[src/rtl/rnd_pkg.sv]
// rnd_pkg: shared definitions for the bounded random-number stage.
//   - FSM state encoding used by rnd_range
//   - clog2 helper for sizing the retry and spacing counters
package rnd_pkg;

  localparam logic [1:0] ST_IDLE = 2'd0;
  localparam logic [1:0] ST_WAIT = 2'd1;
  localparam logic [1:0] ST_DRAW = 2'd2;
  localparam logic [1:0] ST_DONE = 2'd3;

  // Ceiling log2; clog2(1) = 0, clog2(9) = 4.
  function automatic int clog2(input int value);
    int v;
    int r;
    v = value - 1;
    r = 0;
    while (v > 0) begin
      r++;
      v = v >> 1;
    end
    return r;
  endfunction

endpackage

[src/rtl/rnd_mask.sv]
// rnd_mask: combinational bit-smear of (limit - 1).
// Produces the smallest 2^k - 1 that is >= limit - 1, so masked LFSR
// candidates land in [0, 2*limit - 1] and rejection stays below 50%.
//   limit : in,  W  exclusive upper bound
//   mask  : out, W  smeared mask
module rnd_mask #(
  parameter int W = 16
) (
  input  logic [W-1:0] limit,
  output logic [W-1:0] mask
);

  logic [W-1:0] lim_m1;

  assign lim_m1 = limit - W'(1);

  // Doubling shift distances copy the leading one into every lower bit.
  always_comb begin
    mask = lim_m1;
    for (int s = 1; s < W; s = s * 2) begin
      mask = mask | (mask >> s);
    end
  end

endmodule

[src/rtl/rnd_range.sv]
// rnd_range: returns a uniform value in [0, limit-1] from a free-running
// LFSR word using mask-and-reject sampling, with a biased fallback
// (cand - limit) after MAX_TRIES rejections. Draws are SPACING cycles
// apart so each candidate uses LFSR bits not seen by the previous one.
//
//   state | meaning
//   IDLE  | ready for a request
//   WAIT  | spacing between draws after a rejection
//   DRAW  | sample rnd_in, accept or reject the candidate
//   DONE  | result held until out_ready
//
// Ports:
//   clk, reset_n          : clock, async active-low reset
//   rnd_in [N]            : LFSR word, bits [W-1:0] used
//   req_valid/req_ready   : request handshake, req_limit [W] bound
//   out_valid/out_ready   : result handshake
//   out_value [W]         : result
//   out_biased            : result came from the fallback path
//   out_err               : request had limit == 0
module rnd_range
  import rnd_pkg::*;
#(
  parameter int N         = 64,
  parameter int W         = 16,
  parameter int MAX_TRIES = 8,
  parameter int SPACING   = W
) (
  input  logic         clk,
  input  logic         reset_n,
  input  logic [N-1:0] rnd_in,
  input  logic         req_valid,
  input  logic [W-1:0] req_limit,
  output logic         req_ready,
  output logic         out_valid,
  output logic [W-1:0] out_value,
  output logic         out_biased,
  output logic         out_err,
  input  logic         out_ready
);

  localparam int TW = clog2(MAX_TRIES + 1);
  localparam int SW = (SPACING > 1) ? clog2(SPACING) : 1;
  localparam logic [TW-1:0] TRIES_LAST = TW'(MAX_TRIES);
  localparam logic [SW-1:0] SPC_LOAD   = SW'(SPACING - 1);

  logic [1:0]    state;
  logic [W-1:0]  limit_q;
  logic [W-1:0]  mask_q;
  logic [W-1:0]  mask_d;
  logic [W-1:0]  cand;
  logic [TW-1:0] tries;
  logic [TW-1:0] tries_inc;
  logic [SW-1:0] spc_cnt;
  logic          unused_rnd;

  rnd_mask #(.W(W)) u_mask (
    .limit (req_limit),
    .mask  (mask_d)
  );

  assign cand       = rnd_in[W-1:0] & mask_q;
  assign tries_inc  = tries + TW'(1);
  assign req_ready  = (state == ST_IDLE);
  assign out_valid  = (state == ST_DONE);
  // Upper LFSR bits are deliberately ignored.
  assign unused_rnd = ^rnd_in;

  always_ff @(posedge clk or negedge reset_n) begin
    if (!reset_n) begin
      state      <= ST_IDLE;
      limit_q    <= '0;
      mask_q     <= '0;
      tries      <= '0;
      spc_cnt    <= '0;
      out_value  <= '0;
      out_biased <= 1'b0;
      out_err    <= 1'b0;
    end else begin
      case (state)
        ST_IDLE: begin
          if (req_valid) begin
            limit_q <= req_limit;
            mask_q  <= mask_d;
            tries   <= '0;
            if (req_limit == '0) begin
              out_value <= '0;
              out_err   <= 1'b1;
              state     <= ST_DONE;
            end else begin
              state <= ST_DRAW;
            end
          end
        end
        ST_DRAW: begin
          if (cand < limit_q) begin
            out_value  <= cand;
            out_biased <= 1'b0;
            state      <= ST_DONE;
          end else begin
            tries <= tries_inc;
            if (tries_inc == TRIES_LAST) begin
              // mask < 2*limit, so cand - limit is always in range.
              out_value  <= cand - limit_q;
              out_biased <= 1'b1;
              state      <= ST_DONE;
            end else if (SPACING == 1) begin
              state <= ST_DRAW;
            end else begin
              spc_cnt <= SPC_LOAD;
              state   <= ST_WAIT;
            end
          end
        end
        ST_WAIT: begin
          // Leaves on the count that reaches 0, so the next draw is
          // exactly SPACING cycles after the previous one.
          spc_cnt <= spc_cnt - SW'(1);
          if (spc_cnt == SW'(1)) begin
            state <= ST_DRAW;
          end
        end
        ST_DONE: begin
          if (out_ready) begin
            out_biased <= 1'b0;
            out_err    <= 1'b0;
            state      <= ST_IDLE;
          end
        end
        default: state <= ST_IDLE;
      endcase
    end
  end

endmodule

[config.mk]
export PLATFORM = sky130hd
export DESIGN_NAME = rnd_range
export DESIGN_NICKNAME = d
export VERILOG_FILES = /design/src/rtl/rnd_pkg.sv /design/src/rtl/rnd_mask.sv /design/src/rtl/rnd_range.sv
export SDC_FILE = /design/constraint.sdc
export NUM_CORES = 1
export LEC_CHECK = 0
export CORE_ASPECT_RATIO = 0.8
export CORE_UTILIZATION = 46
export CTS_BUF_LIST = sky130_fd_sc_hd__clkbuf_8 sky130_fd_sc_hd__clkbuf_16
export DETAILED_ROUTE_END_ITERATION = 6
export HOLD_SLACK_MARGIN = 0.06
export PLACE_DENSITY_LB_ADDON = 0.3
export SETUP_SLACK_MARGIN = 0.5
export SLEW_MARGIN = 20
export SYNTH_ARGS = -nofsm -noshare
export SYNTH_HDL_FRONTEND = slang
export SYNTH_HIERARCHICAL = 1
export SYNTH_SLANG_ARGS = --single-unit
[constraint.sdc]
create_clock -name clk -period 2.5 [get_ports clk]
set_clock_uncertainty 0.2 [all_clocks]
set_input_delay 0.375 -clock clk [delete_from_list [all_inputs] [get_ports clk]]
set_output_delay 0.375 -clock clk [all_outputs]
set_load 0.01 [all_outputs]
Yosys cells after proc, flatten, opt, wreduce, memory -nomap -nowiden. Cells that the tools add are included.

Output and inout port bits: 20. Flip-flop bits (word level): 60. Logic and storage cells: 68.

Magnitude comparators: 1. Mux-type cells: 25. Equal/unequal tests: 12. $add $sub $neg: 4. Reduce and logical (&&, ||, !) cells: 13. Bitwise gates (word level): 5.

Operators by type and width (count): $mux 16 (4); $pmux 16 s2 (1); $and 16x16->16 (1); $logic_not 16->1 (1); $lt 16x16->1 (1); $mux 4 (4); $or 16x12->16 (1); $or 16x14->16 (1); $or 16x15->16 (1); $or 16x8->16 (1); $pmux 4 s2 (2); $sub 16x1->16 const B (1); $sub 16x16->16 (1); $reduce_and 3->1 (4); $mux 2 (5); $ne 2x2->1 const B (4); $pmux 2 s4 (1); $reduce_and 4->1 (2); $reduce_bool 2->1 (4); $mux 1 (6); $add 4x1->4 const B (1); $eq 2x2->1 const B (2); $eq 4x1->1 const B (1); $eq 4x4->1 const B (1); other kinds (7) (9).

Depth between registers and ports, before layout. Gate-level depths: netlist of the first run.

Depth after elaboration: 5. Depth in mapped cells: 11. Mapped depth without buffers: 10.

Modules after synthesis. The synthesis of the first run kept the hierarchy.

By module, submodules not included: rnd_range (instances 1, area an instance 3562.2 um2, cells an instance 373); rnd_mask (instances 1, area an instance 706.9 um2, cells an instance 106).

Worst setup path after synthesis of the first run. No wires, ideal clock.

Kind: in2reg. Start: input rnd_in[0]. End: register out_value[14]. Library setup time: 126 ps. Setup slack: -309 ps. Stages: 11. Arrival time: 2483 ps. Data required time: 2174 ps. Cell sequence: nand2_1 > ha_1 > inv_1 > fa_1 > a211oi_2 > o21ai_2 > o211ai_2 > a211oi_2 > or2_4 > buf_6 > a221o_1.

Word-level cells in the longest chain between the ends: 5. Elaborated cells between the ends (all ways): 8.

RTL lines: from (decl) (RTL line rnd_range.sv:30) `input logic [N-1:0] rnd_in,`; $and 16x16->16 * (RTL line rnd_range.sv:61) `assign cand = rnd_in[W-1:0] & mask_q;`; $sub 16x16->16 (RTL line rnd_range.sv:103) `out_value <= cand - limit_q;`; $mux 16 (RTL line rnd_range.sv:101) `if (tries_inc == TRIES_LAST) begin`; $mux 16 (RTL line rnd_range.sv:95) `if (cand < limit_q) begin`; $pmux 16 s2 (RTL line rnd_range.sv:79) `case (state)`; to (signal assigned) (RTL line rnd_range.sv:96) `out_value <= cand;`; to (signal assigned) (RTL line rnd_range.sv:103); to (decl) (RTL line rnd_range.sv:35) `output logic [W-1:0] out_value,`.

Every way passes the cells marked *; elsewhere a longest branch is shown, timed or not. The select of a mux whose other input is x is not followed. A chain may end at the register's enable or synchronous reset.

Worst setup path after layout of the first run.
Start: input rnd_in[7]. End: register out_value[5].

Word-level cells in the longest chain between the ends: 4. Elaborated cells between the ends (all ways): 6.

RTL lines (RTL line): $and 16x16->16 * (rnd_range.sv:61); $lt 16x16->1 * (rnd_range.sv:95); $ne 3x3->1 (no line) or $mux 16 (tied branches); $reduce_and 4->1 (no line) or $pmux 16 s2 (tied branches).

Every way passes the cells marked *; elsewhere a longest branch is shown, timed or not.

==> reports/summary.txt, run 1 <==
RUN STATUS
--------------------------------------------------------------------------------------------------------
Run status ................................................................................ finished with violations
Violated checks ........................................................................... setup timing

FINAL LAYOUT
--------------------------------------------------------------------------------------------------------
Util after Layout .........................................................................        80.1%
Area grow syn2layout ......................................................................        69.7%
Share of post-route cells with drive strength above 1 .....................................        46.7%
# fillers .................................................................................          506
Total Nets Final ..........................................................................          797

GLOBAL ROUTING
--------------------------------------------------------------------------------------------------------
Total gr overflow .........................................................................            0
Maximum number of pins on one net before global-route repair ..............................           48
Antenna violations before repair ..........................................................            2
Global-route usage over all layers ........................................................        34.6%
Number of global-route vias before repair .................................................         4968
First-pass GRT wire length ................................................................     25000 µm

DIE
--------------------------------------------------------------------------------------------------------
Core box area .............................................................................     9040 µm²
Overall die height ........................................................................      88.2 µm
X dimension of the die ....................................................................       110 µm
Number of top-level design ports ..........................................................          104
Die outline area ..........................................................................     9670 µm²
Floorplan row count .......................................................................           31
Initial Util ..............................................................................        47.2%

ROUTE
--------------------------------------------------------------------------------------------------------
Routed met1 length ........................................................................      6790 µm
Top metal layer carrying routed signals ...................................................         met4
Met2 wire len .............................................................................      8710 µm
Initial detailed-routing violation count ..................................................          594
Vias after detailed routing ...............................................................         5260
Total iterations of the first detailed-routing run ........................................            6
Average wire length per cell after detail routing .........................................      22.9 µm
Mean number of vias per cell ..............................................................         6.49
Total length of routed wires ..............................................................     18600 µm
Total DRC errors in the routed layout .....................................................            0
Routed met3 length ........................................................................      1940 µm
Routed Antenna Nets .......................................................................            0

POWER
--------------------------------------------------------------------------------------------------------
Tot Pwr ...................................................................................      8290 µW
Power density cells .......................................................................  1140 nW/µm²
LEAKAGE ...................................................................................   0.00313 µW
Peak ir drop on the vdd network ...........................................................       752 µV

SETUP PATH
--------------------------------------------------------------------------------------------------------
Worst path max stage delay ................................................................      0.45 ns
Minimum setup slack among reg-to-reg paths ................................................     -0.35 ns
Stages on worst setup path ................................................................           10
Launching element type of the critical path ...............................................   input port
Worst-path fanout max .....................................................................            5
Class of the most critical setup path .....................................................       in2reg
Worst-case reg-to-reg path depth ..........................................................           12
List of cells traversed by the critical path .............................................. clkdlybuf4s50_1 -> and2_1 -> ha_4 -> or3_1 -> o211ai_4 -> buf_4 -> buf_6 -> nand2_8 -> mux2_4 -> o31ai_2
Cell with the largest stage delay on the worst path ....................................... clkdlybuf4s50_1
Cell family contributing the most delay on the critical path .............................. simple AND/OR/NAND/NOR gates
WP data arrival ...........................................................................      2.90 ns
Worst setup EP type .......................................................................     register
CP Buf/Inv Count ..........................................................................            3
CP Data Required Time .....................................................................      2.54 ns

TIMING
--------------------------------------------------------------------------------------------------------
Max_slew headroom .........................................................................        65.1%
Total count of hold-check failures in the final report ....................................            0
Final WS setup ............................................................................    -0.360 ns
FMAX ......................................................................................      350 MHz
Final clock period utilization by the worst path ..........................................         114%
Final period demand of the worst path .....................................................      2.86 ns
Setup TNS after final layout ..............................................................     -7.07 ns
Worst Tran Pin Value ......................................................................     0.522 ns
Setup repair after global routing missed its margin .......................................          yes
Final number of max-transition violations .................................................            0
Count of final setup violators ............................................................           26

CLOCKING
--------------------------------------------------------------------------------------------------------
Root buffer cell ..........................................................................    clkbuf_16
Post-CTS clock slew at the launch and capture registers of the worst setup and hold paths .      0.06 ns
CTS tree ..................................................................................        built
Clock Latency Late Sink ...................................................................      0.34 ns
Clock Path Buffers ........................................................................            2
H-tree levels .............................................................................            3
Clk sinks .................................................................................           60
Number of buffers created by CTS ..........................................................            9

PLACE
--------------------------------------------------------------------------------------------------------
PortBufs ..................................................................................           55
Placer Congestion .........................................................................        0.886
Worst setup timing slack at the placement stage ...........................................    -0.621 ns
DP Wirelength .............................................................................      9750 µm

LOGIC SYNTHESIS
--------------------------------------------------------------------------------------------------------
Area fraction in and, or, nand and nor cells after synthesis ..............................        22.6%
Yosys warnings ............................................................................            6
Cell type with the largest total area after synthesis .....................................      dfrtp_1
Post-synth EDFFs ..........................................................................            0
Net count after synthesis .................................................................          585
Largest family of logic cells by synthesized area ......................................... simple AND/OR/NAND/NOR gates
Most instantiated flip-flop cell in the synthesis netlist .................................      dfrtp_1
Count of distinct cell types in the synthesized netlist ...................................           72
Proportion of synthesized chip area in sequential cells ...................................        35.2%
Post-Syn Instances ........................................................................          479
Synthesized-area fraction occupied by xor and xnor cells ..................................        4.10%
Top post-synthesis cells by area .......................................................... dfrtp_1, ha_1, mux2_2, o21ai_0, nand2_1
Mux share of post-synthesis cell area .....................................................        5.95%
Area fraction of the dominant cell type after synthesis ...................................        35.2%
Area fraction in compound gates after synthesis ...........................................        20.3%
Async set or reset register ratio after synthesis .........................................         100%
Post-synthesis register bit count .........................................................           60
Synthesized area per cell .................................................................     8.91 µm²
Synth Cell Area ...........................................................................     4270 µm²
Adder-Cell Fraction of Synth Area .........................................................        6.62%

WORST HOLD PATH
--------------------------------------------------------------------------------------------------------
Class of the tightest hold or removal check ...............................................       in2reg
Hold depth ................................................................................            4

RUN
--------------------------------------------------------------------------------------------------------
Max Cap Viol ..............................................................................            0

==> area by class of cell <==
| class | instances | area (µm²) | share of cell area (%) |
|---|---|---|---|
| sequential | 60 | 1500 | 20.8 |
| inverter | 31 | 121 | 1.68 |
| clock buffer | 11 | 253 | 3.49 |
| antenna | 2 | 5.00 | 0.0691 |
| multi-input combinational | 370 | 3250 | 44.9 |
| timing repair buffer | 219 | 1920 | 26.6 |
| tap | 115 | 144 | 1.99 |
| clock inverter | 3 | 38.8 | 0.535 |
==> power breakdown <==
group	internal [µW]	switching, µW	leakage, µW
Clock	809	447	0.000149
Combinational	2680	2830	0.00228
Sequential	1300	226	0.000698
==> routing by layer <==
metal	global-route usage, %	up-vias
li1	-	2187
met1	41.8	2498
met3	8.93	133
met2	57.2	442
met4	18.1	0
met5	0	-
==> metrics by stage <==
step	area, µm²	hold WS (ns)	cells
finish	7240	0.199	811
global route	7240	0.218	810
CTS	6910	0.194	797
detailed placement	5860	0.135	748
global placement	5860	0.124	748
floorplan	4410	-0.121	479
==> cell families (layout without fill, tap and decap cells) <==
family	count (synthesis)	in the layout
AOI/OAI and AO/OA	128	128
adders and majority gates	22	22
buffers and inverters	50	264
xor gates and xnor gates	20	20
other	0	2
DFF	60	60
muxes	23	23
and+or+nand+nor	176	177
==> sequential cells by signal (all words and copies together) (netlist names) <==
name        cells
limit_q        16
mask_q         16
out_value      16
spc_cnt         4
tries           4
state           2
out_biased      1
out_err         1
==> cells in the mapped netlist, drive strengths merged (3+ instances only) <==
cell / instances
inv: 30
o211ai: 7
a21oi: 24
a211oi: 5
o2bb2ai: 5
o21a: 4
mux2i: 4
or2: 3
nor3: 12
and3: 8
a32o: 3
a21o: 3
mux2: 19
and4: 4
dfrtp: 60
nand4: 8
nand2b: 8
buf: 11
nand2: 47
o21ai: 44
or3: 5
o31ai: 4
xnor2: 11
ha: 21
a31oi: 6
xor2: 9
nand3: 21
and2: 18
a221o: 5
nor2: 21
clkbuf: 8
nor4: 11
==> tightest hold or removal path: cells and delay by family <==
family / cells / cell delay, ns
compound gates: 1 / 0.08
buf+inv: 2 / 0.19
simple gates: 1 / 0.04
==> worst paths after layout <==
check | from | endpoint
min reg2reg | mask_q[5] | mask_q[5]
min | req_limit[4] | limit_q[4]
max in group asynchronous | reset_n | mask_q[6]
max reg2reg | mask_q[0] | out_value[5]
min in group asynchronous | reset_n | out_value[15]
max | rnd_in[7] | out_value[5]
==> what timing repair did <==
action / CTS / global route
endpoints found under the hold margin: 17 / 0
gates resized for setup: 155 / 56
setup buffers: 32 / 12
setup endpoints to repair: 45 / 44
pin swaps: 41 / 17
hold buffers: 1 / 0
cloned: 2 / 0
==> layout by cell type, fill, tap and decap left out, types with 6 or more instances in the layout <==
cell | netlist | layout
xor2_1 | 9 | 9
buf_6 | 4 | 34
buf_4 | 1 | 130
o211ai_1 | 6 | 6
ha_1 | 21 | 6
a21oi_1 | 23 | 20
o21ai_2 | 1 | 7
nand2b_1 | 8 | 7
nand2_1 | 47 | 37
nand3_2 | 0 | 6
ha_4 | 0 | 15
nand4_1 | 8 | 8
inv_1 | 29 | 25
mux2_4 | 0 | 15
and2_4 | 0 | 15
clkdlybuf4s50_1 | 0 | 36
clkbuf_16 | 0 | 9
nor2_1 | 21 | 18
nor3_1 | 9 | 6
o21ai_0 | 40 | 31
nand3_1 | 21 | 15
dfrtp_1 | 60 | 58
dlygate4sd2_1 | 0 | 8
xnor2_1 | 11 | 11
Note: power is estimated with default switching activity, not from simulation.
==> inputs of run 2 (changes only) <==
- ABC_CLOCK_PERIOD_IN_PS: unset -> 2400
- clock period: 2.5 -> 2.4 ns (I/O delays scaled with it)
==> run 2 against run 1 <==
  * The run still ends with setup timing left
  * Sequential power up 3%
  * Combinational power decreased by 5.6%
  * Non-clock buffer count is 1 higher
  * Setup slack worse by 0.056 ns
  * Clock power fell by 3%
  * Core utilization is 1.3 points lower
  * Wire length is 10% lower
  * Register-to-register slack hardly changed
  * Design area decreased by 1.6%
  * Clock-buffer cell count increased by 1
  * Critical path depth unchanged
  * Die area unchanged
==> reports/summary.txt, run 2 (synthesized netlist as in run 1, its figures left out) <==
RUN STATUS
--------------------------------------------------------------------------------------------------------
Run status ................................................................................ finished with violations
Violated checks ........................................................................... setup timing

TIMING
--------------------------------------------------------------------------------------------------------
WHS .......................................................................................     0.190 ns   -0.00913 ns
Max_slew headroom .........................................................................        65.2%   +0.14 points
Final number of max-transition violations .................................................            0   unchanged
Final WS setup ............................................................................    -0.417 ns   -0.0564 ns
Final period demand of the worst path .....................................................      2.82 ns
Final clock period utilization by the worst path ..........................................         117%
Total count of hold-check failures in the final report ....................................            0   unchanged
FMAX ......................................................................................      355 MHz
Worst Tran Pin Value ......................................................................     0.520 ns   -0.00203 ns
Setup repair after global routing missed its margin .......................................          yes
Count of final setup violators ............................................................           26   unchanged

SETUP PATH
--------------------------------------------------------------------------------------------------------
Launching element type of the critical path ...............................................   input port
Worst-path fanout max .....................................................................            4   -1
Worst setup EP type .......................................................................     register
CP Buf/Inv Count ..........................................................................            2   -1
List of cells traversed by the critical path .............................................. clkdlybuf4s50_1 -> and2_1 -> ha_1 -> buf_4 -> o21ai_0 -> o21ai_0 -> nand4_1 -> a41oi_1 -> xor2_1 -> a221o_1
Critical Path Most Common Cell ............................................................      o21ai_0
Class of the most critical setup path .....................................................       in2reg
Minimum setup slack among reg-to-reg paths ................................................     -0.36 ns   about the same
Cell with the largest stage delay on the worst path ....................................... clkdlybuf4s50_1
CP Data Required Time .....................................................................      2.42 ns   -0.12 ns
Worst-case reg-to-reg path depth ..........................................................           10   -2
Critical register-to-register path endpoint ............................................... out_value[15]
Cell family contributing the most delay on the critical path .............................. compound AO/OA/AOI/OAI gates
Reg-to-Reg Start ..........................................................................    mask_q[0]
WP data arrival ...........................................................................      2.84 ns   -0.06 ns
Worst path max stage delay ................................................................      0.42 ns   -0.03 ns

CLOCKING
--------------------------------------------------------------------------------------------------------
H-tree levels .............................................................................            3   unchanged
Post-CTS clock slew at the launch and capture registers of the worst setup and hold paths .      0.05 ns   about the same
CTS tree ..................................................................................        built
Root buffer cell ..........................................................................    clkbuf_16
Clock Path Buffers ........................................................................            2   unchanged
Number of buffers created by CTS ..........................................................            9   unchanged
Clock Latency Late Sink ...................................................................      0.34 ns   about the same
Clk sinks .................................................................................           60   unchanged

ROUTE
--------------------------------------------------------------------------------------------------------
Average wire length per cell after detail routing .........................................      20.7 µm   -9.9%
Total iterations of the first detailed-routing run ........................................            6   unchanged
Vias after detailed routing ...............................................................         4984   -5.2%
Initial detailed-routing violation count ..................................................          516   -13%
Mean number of vias per cell ..............................................................         6.15   -5.1%
Total DRC errors in the routed layout .....................................................            0   unchanged
Total length of routed wires ..............................................................     16700 µm   -10%
Routed Antenna Nets .......................................................................            0   unchanged

GLOBAL ROUTING
--------------------------------------------------------------------------------------------------------
First-pass GRT wire length ................................................................     23400 µm   -6.6%
Antenna violations before repair ..........................................................            0   -2
Global-route usage over all layers ........................................................        32.2%   -2.4 points
Number of global-route vias before repair .................................................         4788   -3.6%
Maximum number of pins on one net before global-route repair ..............................           49   +2.1%
Total gr overflow .........................................................................            0   unchanged

DIE
--------------------------------------------------------------------------------------------------------
X dimension of the die ....................................................................       110 µm   unchanged
Core box area .............................................................................     9040 µm²   unchanged
Floorplan row count .......................................................................           31   unchanged
Initial Util ..............................................................................        47.2%   unchanged
Number of top-level design ports ..........................................................          104   unchanged
Overall die height ........................................................................      88.2 µm   unchanged
Die outline area ..........................................................................     9670 µm²   unchanged

PLACE
--------------------------------------------------------------------------------------------------------
PortBufs ..................................................................................           55   unchanged
Area of placed instances ..................................................................     5920 µm²   +1.1%
DP Wirelength .............................................................................      9670 µm   -0.89%
Placer Congestion .........................................................................        0.891   +0.53%

FINAL LAYOUT
--------------------------------------------------------------------------------------------------------
Area grow syn2layout ......................................................................        67.0%
Total Nets Final ..........................................................................          798   +0.13%
Cell area after layout ....................................................................     7130 µm²   -1.6%
Util after Layout .........................................................................        78.9%   -1.3 points
Antenna Cells .............................................................................            0   -2
Most frequent cells in the layout ......................................................... buf_4, dfrtp_1, nand2_1, clkdlybuf4s50_1, o21ai_0
Regs by FF count .......................................................................... limit_q (16), mask_q (16), out_value (16)
Most common cell after layout, fill and taps aside ........................................        buf_4
Share of post-route cells with drive strength above 1 .....................................        44.5%   -2.2 points

POWER
--------------------------------------------------------------------------------------------------------
Clock network fraction of total power .....................................................        15.3%   +0.2 points
Relative contribution of combinational cells to total power ...............................        65.0%   -1.4 points
Reg power frac ............................................................................        19.7%   +1.3 points
Power density cells .......................................................................  1120 nW/µm²   -2.0%
Switch share ..............................................................................        41.0%   -1.3 points
Power dissipated by switching net loads ...................................................      3280 µW   -6.4%
Design internal power .....................................................................      4720 µW   -1.5%
Peak ir drop on the vdd network ...........................................................       684 µV   -9.0%
LEAKAGE ...................................................................................   0.00313 µW   about the same

RUN
--------------------------------------------------------------------------------------------------------
Max Cap Viol ..............................................................................            0   unchanged

WORST HOLD PATH
--------------------------------------------------------------------------------------------------------
HP Start .................................................................................. req_limit[3]
Worst Hold Path EP ........................................................................   limit_q[3]
Class of the tightest hold or removal check ...............................................       in2reg
Hold depth ................................................................................            4   unchanged

-- run 2: worst register-to-register path: stages (launching register included) --
cell and delay [ns]:
dfrtp_1 0.40, nand2_2 0.10, ha_4 0.13, inv_2 0.04, fa_2 0.34, a211oi_2 0.24, o21ai_2 0.12, o211ai_2 0.28
a211oi_2 0.15, or2_4 0.29, a221o_1 0.35
-- run 2: how the worst max path moves through the flow --
stage	from	endpoint	slack, ns	cells past startpoint
after global routing	rnd_in[7]	out_value[15]	-0.47	10
after detailed placement	rnd_in[0]	out_value[0]	-0.77	12
after global placement	rnd_in[0]	out_value[15]	-0.63	11
after floorplan	mask_q[0]	out_value[14]	-0.26	11
after CTS	mask_q[0]	out_value[15]	-0.31	10
final	rnd_in[7]	out_value[15]	-0.42	10
-- run 2: per-stage QoR --
step / TNS, ns / total power [µW] / cells / worst slack (ns)
finish: -6.42 / 7990 / 810 / -0.417
global route: -7.78 / 8430 / 810 / -0.466
CTS: -4.85 / 7270 / 797 / -0.309
detailed placement: -23.02 / 5530 / 755 / -0.772
global placement: -19.54 / 5390 / 755 / -0.626
floorplan: -1.32 / 3760 / 479 / -0.261
-- run 2: timing repair --
item                                   in CTS  in global routing
pin swaps                                  28                 26
setup endpoints to repair                  45                 44
endpoints found under the hold margin      60                  0
resized for setup                         132                 57
hold buffers                                1                  0
gates cloned                                2                  1
buffers inserted                           25                 12
-- run 2: power groups by stage --
stage / clock network (µW) / registers, µW / logic [µW]
floorplan: 0 / 1550 / 2210
global placement: 0 / 1550 / 3840
detailed placement: 0 / 1570 / 3960
CTS: 1220 / 1550 / 4500
global route: 1270 / 1600 / 5550
finish: 1220 / 1580 / 5190
-- run 2: area by class of cell --
cell class | instances | area (µm²)
Clock inverter | 2 | 10.0
Timing Repair Buffer | 220 | 1940
Inverter | 31 | 124
Fill cell | 532 | 1910
Sequential cell | 60 | 1500
Multi-Input combinational cell | 370 | 3140
Tap cell | 115 | 144
Clock buffer | 12 | 267
-- run 2: layer usage --
metal	GRT usage [%]	part of all wire (%)
met2	54.0	48
met5	0	0
met4	12.5	3.9
met1	39.6	40
met3	8.63	8.4
==> inputs of run 3 (changes only) <==
- CTS_CLUSTER_DIAMETER: unset -> 120
==> results of run 3 <==
Same layout as run 2: the final DEF is identical, and so are final timing and power.
